`src/rtl/uart_receiver_if.sv`:
```
// Reader-side handshake between the UART receiver and memory-mapped I/O.
// The receiver drives the held byte and its status flags. The reader returns read_ack.
interface uart_receiver_if;
  logic [7:0] rx_byte;
  logic       rx_valid;
  logic       frame_err;
  logic       overrun;
  logic       read_ack;

  modport master (
    output rx_byte,
    output rx_valid,
    output frame_err,
    output overrun,
    input  read_ack
  );

  modport slave (
    input  rx_byte,
    input  rx_valid,
    input  frame_err,
    input  overrun,
    output read_ack
  );
endinterface

```
`src/rtl/uart_receiver.sv`:
```
// 8N1 UART receiver, LSB first, mid-bit sampling.
// A one-entry holding register is read through a valid/ack handshake.
module uart_receiver #(
  parameter int unsigned BAUD_CLK_CYCLES = 10416,
  parameter int unsigned HALF_CYCLES     = BAUD_CLK_CYCLES / 2
) (
  input  logic           clk,
  input  logic           rst_n,
  input  logic           rx_i,
  output logic           busy_o,
  uart_receiver_if.master bus
);

  localparam int unsigned CntW = $clog2(BAUD_CLK_CYCLES);
  localparam logic [CntW-1:0] HalfLast = CntW'(HALF_CYCLES - 1);
  localparam logic [CntW-1:0] BitLast  = CntW'(BAUD_CLK_CYCLES - 1);

  typedef enum logic [2:0] {
    StIdle,
    StStart,
    StData,
    StStop,
    StWaitHigh
  } state_e;

  state_e          state_q, state_d;
  logic            rx_s1_q, rx_s2_q;
  logic [CntW-1:0] cnt_q, cnt_d;
  logic [2:0]      idx_q, idx_d;
  logic [7:0]      shift_q, shift_d;
  logic [7:0]      byte_q, byte_d;
  logic            valid_q, valid_d;
  logic            ferr_q, ferr_d;
  logic            ovr_q, ovr_d;
  logic            deliver;

  always_ff @(posedge clk or negedge rst_n) begin
    if (!rst_n) begin
      rx_s1_q <= 1'b1;
      rx_s2_q <= 1'b1;
      state_q <= StIdle;
      cnt_q   <= '0;
      idx_q   <= '0;
      shift_q <= '0;
      byte_q  <= '0;
      valid_q <= 1'b0;
      ferr_q  <= 1'b0;
      ovr_q   <= 1'b0;
    end else begin
      rx_s1_q <= rx_i;
      rx_s2_q <= rx_s1_q;
      state_q <= state_d;
      cnt_q   <= cnt_d;
      idx_q   <= idx_d;
      shift_q <= shift_d;
      byte_q  <= byte_d;
      valid_q <= valid_d;
      ferr_q  <= ferr_d;
      ovr_q   <= ovr_d;
    end
  end

  always_comb begin
    state_d = state_q;
    cnt_d   = cnt_q + 1'b1;
    idx_d   = idx_q;
    shift_d = shift_q;
    byte_d  = byte_q;
    valid_d = valid_q;
    ferr_d  = ferr_q;
    ovr_d   = ovr_q;
    deliver = 1'b0;

    unique case (state_q)
      StIdle: begin
        if (!rx_s2_q) begin
          state_d = StStart;
          cnt_d   = '0;
        end
      end
      StStart: begin
        if (cnt_q == HalfLast) begin
          if (!rx_s2_q) begin
            state_d = StData;
            cnt_d   = '0;
            idx_d   = '0;
          end else begin
            state_d = StIdle;
          end
        end
      end
      StData: begin
        if (cnt_q == BitLast) begin
          cnt_d   = '0;
          shift_d = {rx_s2_q, shift_q[7:1]};
          if (idx_q == 3'd7) state_d = StStop;
          else               idx_d   = idx_q + 3'd1;
        end
      end
      StStop: begin
        if (cnt_q == BitLast) begin
          cnt_d   = '0;
          deliver = 1'b1;
          state_d = rx_s2_q ? StIdle : StWaitHigh;
        end
      end
      StWaitHigh: begin
        if (rx_s2_q) state_d = StIdle;
      end
      default: state_d = StIdle;
    endcase

    // An ack in the delivery cycle frees the slot, so the new byte is taken, not dropped.
    if (deliver) begin
      if (!valid_q || bus.read_ack) begin
        byte_d  = shift_q;
        valid_d = 1'b1;
        ferr_d  = !rx_s2_q;
        ovr_d   = 1'b0;
      end else begin
        ovr_d   = 1'b1;
      end
    end else if (bus.read_ack && valid_q) begin
      valid_d = 1'b0;
      ferr_d  = 1'b0;
      ovr_d   = 1'b0;
    end
  end

  assign bus.rx_byte   = byte_q;
  assign bus.rx_valid  = valid_q;
  assign bus.frame_err = ferr_q;
  assign bus.overrun   = ovr_q;
  assign busy_o        = (state_q != StIdle);

endmodule

```
`src/flat_wrapper.sv`:
```
// flat-port wrapper written by rule: the top's interface ports become plain ports
module uart_receiver_flat 
#(
  parameter int unsigned BAUD_CLK_CYCLES = 10416,
  parameter int unsigned HALF_CYCLES     = BAUD_CLK_CYCLES / 2
)
  (clk, rst_n, rx_i, busy_o, bus_rx_byte, bus_rx_valid, bus_frame_err, bus_overrun, bus_read_ack);
  uart_receiver_if bus_i ();
  input  logic clk;
  input  logic rst_n;
  input  logic rx_i;
  output logic busy_o;
  output wire logic [$bits(bus_i.rx_byte)-1:0] bus_rx_byte;
  output wire logic [$bits(bus_i.rx_valid)-1:0] bus_rx_valid;
  output wire logic [$bits(bus_i.frame_err)-1:0] bus_frame_err;
  output wire logic [$bits(bus_i.overrun)-1:0] bus_overrun;
  input wire logic [$bits(bus_i.read_ack)-1:0] bus_read_ack;
  assign bus_rx_byte = bus_i.rx_byte;
  assign bus_rx_valid = bus_i.rx_valid;
  assign bus_frame_err = bus_i.frame_err;
  assign bus_overrun = bus_i.overrun;
  assign bus_i.read_ack = bus_read_ack;
  uart_receiver #(.BAUD_CLK_CYCLES(BAUD_CLK_CYCLES), .HALF_CYCLES(HALF_CYCLES)) u_core (.clk(clk), .rst_n(rst_n), .rx_i(rx_i), .busy_o(busy_o), .bus(bus_i));
endmodule
```
`config.mk`:
```
export PLATFORM = sky130hd
export DESIGN_NAME = uart_receiver_flat
export DESIGN_NICKNAME = d
export VERILOG_FILES = /design/src/rtl/uart_receiver_if.sv /design/src/rtl/uart_receiver.sv /design/src/flat_wrapper.sv
export SDC_FILE = /design/constraint.sdc
export NUM_CORES = 1
export LEC_CHECK = 0
export BUFFER_PORTS_ARGS = -buffer_cell sky130_fd_sc_hd__buf_4
export CORE_MARGIN = 4
export CORE_UTILIZATION = 25
export DETAILED_ROUTE_END_ITERATION = 12
export GPL_TIMING_DRIVEN = 0
export PLACE_DENSITY = 0.45
export SKIP_CTS_REPAIR_TIMING = 1
export SYNTH_ARGS = -nofsm -noshare
export SYNTH_HDL_FRONTEND = slang
export SYNTH_SLANG_ARGS = --single-unit
```
`constraint.sdc`:
```
create_clock -name clk -period 3.35 [get_ports clk]
set_clock_uncertainty 0.15 [all_clocks]
set_input_delay 0.67 -clock clk [delete_from_list [all_inputs] [get_ports clk]]
set_output_delay 0.67 -clock clk [all_outputs]
set_load 0.05 [all_outputs]
```
# Word-level counts from Yosys, hierarchy flattened
# Index checks and enable logic that the tools add are counted.
dict set report op_classes {
  addsub 2
  n_eq_ne 16
  muxes 27
  reduce_logical 14
}
# operator count
set op_table {}
lappend op_table {{14-bit 2-to-1 mux} 3}
lappend op_table {{14-bit one-hot mux with 3 select lines} 1}
lappend op_table {{3-bit 2-to-1 mux} 11}
lappend op_table {{3-bit one-hot mux with 5 select lines} 1}
lappend op_table {{14-bit by 1-bit adder with 14-bit output (second input constant)} 1}
lappend op_table {{14-bit by 13-bit equality test with 1-bit output (second input constant)} 1}
lappend op_table {{14-bit equality test (second input constant)} 1}
lappend op_table {{2-bit by 1-bit != test with 1-bit output (second input constant)} 5}
lappend op_table {{1-bit 2-to-1 mux} 9}
lappend op_table {{2-bit != test (second input constant)} 4}
lappend op_table {{3-bit by 2-bit equality test with 1-bit output (second input constant)} 2}
lappend op_table {{3-bit equality test (second input constant)} 2}
lappend op_table {{3-bit one-hot mux with 2 select lines} 1}
lappend op_table {{2-bit AND reduction} 3}
lappend op_table {{6-bit AND reduction} 1}
lappend op_table {{5-bit AND reduction} 1}
lappend op_table {{2-bit nonzero test} 2}
lappend op_table {{3-bit by 1-bit adder with 3-bit output (second input constant)} 1}
lappend op_table {{3-bit by 1-bit equality test with 1-bit output (second input constant)} 1}
lappend op_table {{3-bit zero test} 1}
lappend op_table {{3-bit nonzero test} 1}
lappend op_table {{1-bit zero test} 2}
lappend op_table {{2-bit 2-to-1 mux} 1}
lappend op_table {{2-bit OR reduction} 1}
lappend op_table {{2 further kinds} 2}
dict set report word_totals {
  ff_bits 41
  input_bits 4
  output_inout_bits 12
}

# Logic depth before layout (Yosys ltp)
dict set report depth {
  ltp_word 5
  mapped_depth 6
}

# Worst setup path after synthesis
# No wires, ideal clock.
dict set report synth_timing {
  path_type {register to output}
  start {register u_core.state_q[1]}
  end {output port busy_o}
  t_arrival_ns 1.011
  required_ns 2.530
  setup_slack_ns 1.519
  path_stages_with_launch 2
  path_buffers 0
  path_cell_list {dfrtp_1 > or3_1}
}
dict set report synth_between {
  elab_chain_cells 1
}
# element line_no
set synth_lines {}
lappend synth_lines {{start, declared} uart_receiver.sv:26} ;# state_e state_q, state_d;
lappend synth_lines {{start signal, assigned} uart_receiver.sv:41} ;# state_q <= StIdle;
lappend synth_lines {{start signal, assigned} uart_receiver.sv:52} ;# state_q <= state_d;
lappend synth_lines {{3-bit nonzero test} uart_receiver.sv:134} ;# assign busy_o = (state_q != StIdle);
lappend synth_lines {{end, declared} flat_wrapper.sv:12} ;# output logic busy_o;
# Every way passes these cells.

# Worst setup path after layout
# Same ends and word-level chain as after synthesis.

==> impl_metrics.csv <==
group,metric,value,unit
detailed_routing,met2_length,1.65,mm
place,port_buffers,15,
clock_network,root_buffer,"clkbuf_8",
layout,synthToLayoutAreaGrowth,18.3,%
critical_path,path_class,"flop to output pin",
die,ioPinCount,16,
die,core_area,7370,um2
die,floorplan.rows,31,
detailed_routing,wl,3.59,mm
layout,layout_commonest_cell,"dfrtp_1",
sta,setup_viol,0,
global_routing,grt_pass1_wl,6.22,mm
die,die_x,95.6,um
logic_synthesis,syn_nets,171,
clock_network,cts.htree.levels,2,
sta,tightest_slew,0.530,ns
critical_path,cp-startpoint,"u_core.state_q[1]",
critical_path,r2r_end,"u_core.cnt_q[4]",
clock_network,clock_latency,0.29,ns
power_and_ir_drop,ir_drop,0.000195,V
detailed_routing,postRouteAntennaNets,0,
global_routing,overflow,0,
layout,diodes,0,
logic_synthesis,synth_top_area_share,50.8,%
logic_synthesis,avgSynthCellArea,11.7,um2
critical_path,cp_max_fo,7,
sta,period_share,65.1,%
critical_path,reg2regPathDepth,6,
logic_synthesis,ys_seq_area_share,53.6,%
flow_run,cap_violations,0,
global_routing,grt_pass1_vias,1264,
sta,maxSlewHeadroom,64.7,%
hold_path,hold_class,"input pin to asynchronous set/reset pin",
detailed_routing,routed-wl-met3,71,um
clock_network,tritoncts,"yes",
detailed_routing,wirelength_met1,1.80,mm
global_routing,grt_max_degree,42,
global_routing,grt_usage,8.66,%
logic_synthesis,yosys.area.top_type,"dfrtp_1",
sta,rsz0062_at_grt,"false",
logic_synthesis,netlist_top_cells_area,"dfrtp_1 (51%), mux2_2 (9.4%), xnor2_1 (4.6%), nor2_1 (3.5%), dfstp_2 (2.7%)",
detailed_routing,vias,1247,
sta,min_period,2.18,ns
die,die_h,95.6,um
logic_synthesis,ys.warnings.count,0,
layout,mostFrequentLayoutCells,"dfrtp_1 (39), nor2_1 (18), buf_4 (17)",
sta,slew_viol_final,0,
logic_synthesis,yosysUniqueCellTypes,38,
detailed_routing,route.detailed.drc,0,
power_and_ir_drop,total_power,0.000925,W
detailed_routing,vias_per_cell,4.36,
place,gp_congestion,0.722,
clock_network,cts_made_buffers,5,
detailed_routing,drt-pass1-iter-count,4,
clock_network,clkSinkCount,41,
global_routing,antenna_found_initial,0,
detailed_routing,wl_per_cell,12.6,um
critical_path,worst_setup_path_end_kind,"output pin",
logic_synthesis,syn_area,1920,um2
logic_synthesis,ys_seq_elements,41,
critical_path,arrival,1.36,ns
die,start_util,26.0,%
place,hpwlAfterDp,2.52,mm
power_and_ir_drop,leakagePower,1.03,nW
power_and_ir_drop,power.density,407,nW/um2
outcome,status,"finished, final reports clean",
critical_path,r2r_start,"u_core.cnt_q[0]",
detailed_routing,maxUsedRoutingLayer,"met4",
critical_path,startpoint_type,"flop",
clock_network,cts_max_path_buffers,2,
logic_synthesis,synth_cells,164,
layout,final_nets,193,
sta,tns,0,ns
sta,hold_violations,0,
layout,fill_cells,788,
critical_path,ff2ff_setup_slack,1.21,ns
critical_path,required,2.53,ns
sta,timing.fmax,0.458,GHz
detailed_routing,drt_iter0_drc,50,
die,die-area,9140,um2
layout,drive_gt1_share,27.3,%
clock_network,clk_pin_slew_worst_paths,0.08,ns
-- flip-flops by register name, indices dropped and copies added, names as in the netlist --
name and count:
u_core.cnt_q 14, u_core.bus.rx_byte 8, u_core.shift_q 8, u_core.idx_q 3
u_core.state_q 3, u_core.bus.frame_err 1, u_core.bus.overrun 1, u_core.bus.rx_valid 1
u_core.rx_s1_q 1, u_core.rx_s2_q 1
-- logic make-up (layout without fill, tap and decap cells) --
family | Yosys count | after routing | share of synthesized area (%)
AO/OA/AOI/OAI | 18 | 18 | 6.78
XOR/XNOR | 12 | 12 | 5.48
adder cells (fa/ha/maj) | 3 | 3 | 1.96
buffers and inverters | 13 | 36 | 3.32
flip-flops | 41 | 41 | 53.6
multiplexers | 16 | 16 | 9.39
AND/OR/NAND/NOR | 61 | 61 | 19.5
-- synth_stat cells (all sizes together) --
library cell,instances
dfrtp,39
nor2,18
mux2,16
inv,10
xnor2,10
nand2,7
nand3,6
nand4,5
nor3,5
o211ai,5
nand2b,4
a21oi,3
buf,3
ha,3
nand4b,3
a22oi,2
and4b,2
and4bb,2
dfstp,2
nor4,2
o21ai,2
o22ai,2
xor2,2
a21o,1
a221oi,1
and2b,1
nor2b,1
nor3b,1
nor4b,1
nor4bb,1
o221ai,1
o41ai,1
or2,1
or3,1
-- metrics by stage --
step	util [%]	hold slack (ns)	cell area, um2	cells	worst slack [ns]
after detailed placement	29.3	0.197	2160	278	1.20
after CTS	30.8	0.210	2270	286	1.15
after global placement	29.3	0.197	2160	278	1.22
after global routing	30.8	0.213	2270	286	1.01
after floorplan	-	0.195	1920	164	1.52
final	30.8	0.198	2270	286	1.17
-- power by group --
group	total [W]	internal (W)	switching, W
clock	0.000404	0.000223	0.000181
combinational	0.0000211	0.00000554	0.0000156
sequential	0.000499	0.000498	0.00000160
total	0.000925	0.000726	0.000199
-- critical path, cell delays in order (launching register included) --
cell,delay [ns]
dfrtp_1,0.46
or3_1,0.41
buf_4,0.20
-- worst max-delay path by stage --
stage / endpoint / slack [ns]
after floorplan: busy_o / 1.52
after global placement: u_core.cnt_q[8] / 1.22
after detailed placement: u_core.cnt_q[4] / 1.20
after CTS: busy_o / 1.15
after global routing: u_core.cnt_q[13] / 1.01
final: busy_o / 1.17
-- metal layers --
layer | vias to the layer above | track usage (%)
met5 | - | 0
met4 | 0 | 4.27
met3 | 5 | 1.97
met2 | 9 | 13.1
met1 | 608 | 11.5
li1 | 625 | -
-- area by class of cell --
class	instances	area [um2]	share of cell area, %
Buffer	3	26.3	1.16
Clock buffer	5	68.8	3.03
Clock inverter	3	46.3	2.04
Inverter	10	37.5	1.65
Multi-Input combinational cell	110	827	36.4
Sequential cell	41	1030	45.3
Tap cell	99	124	5.45
Timing Repair Buffer	15	113	4.96
(Power assumes the default switching activity.)
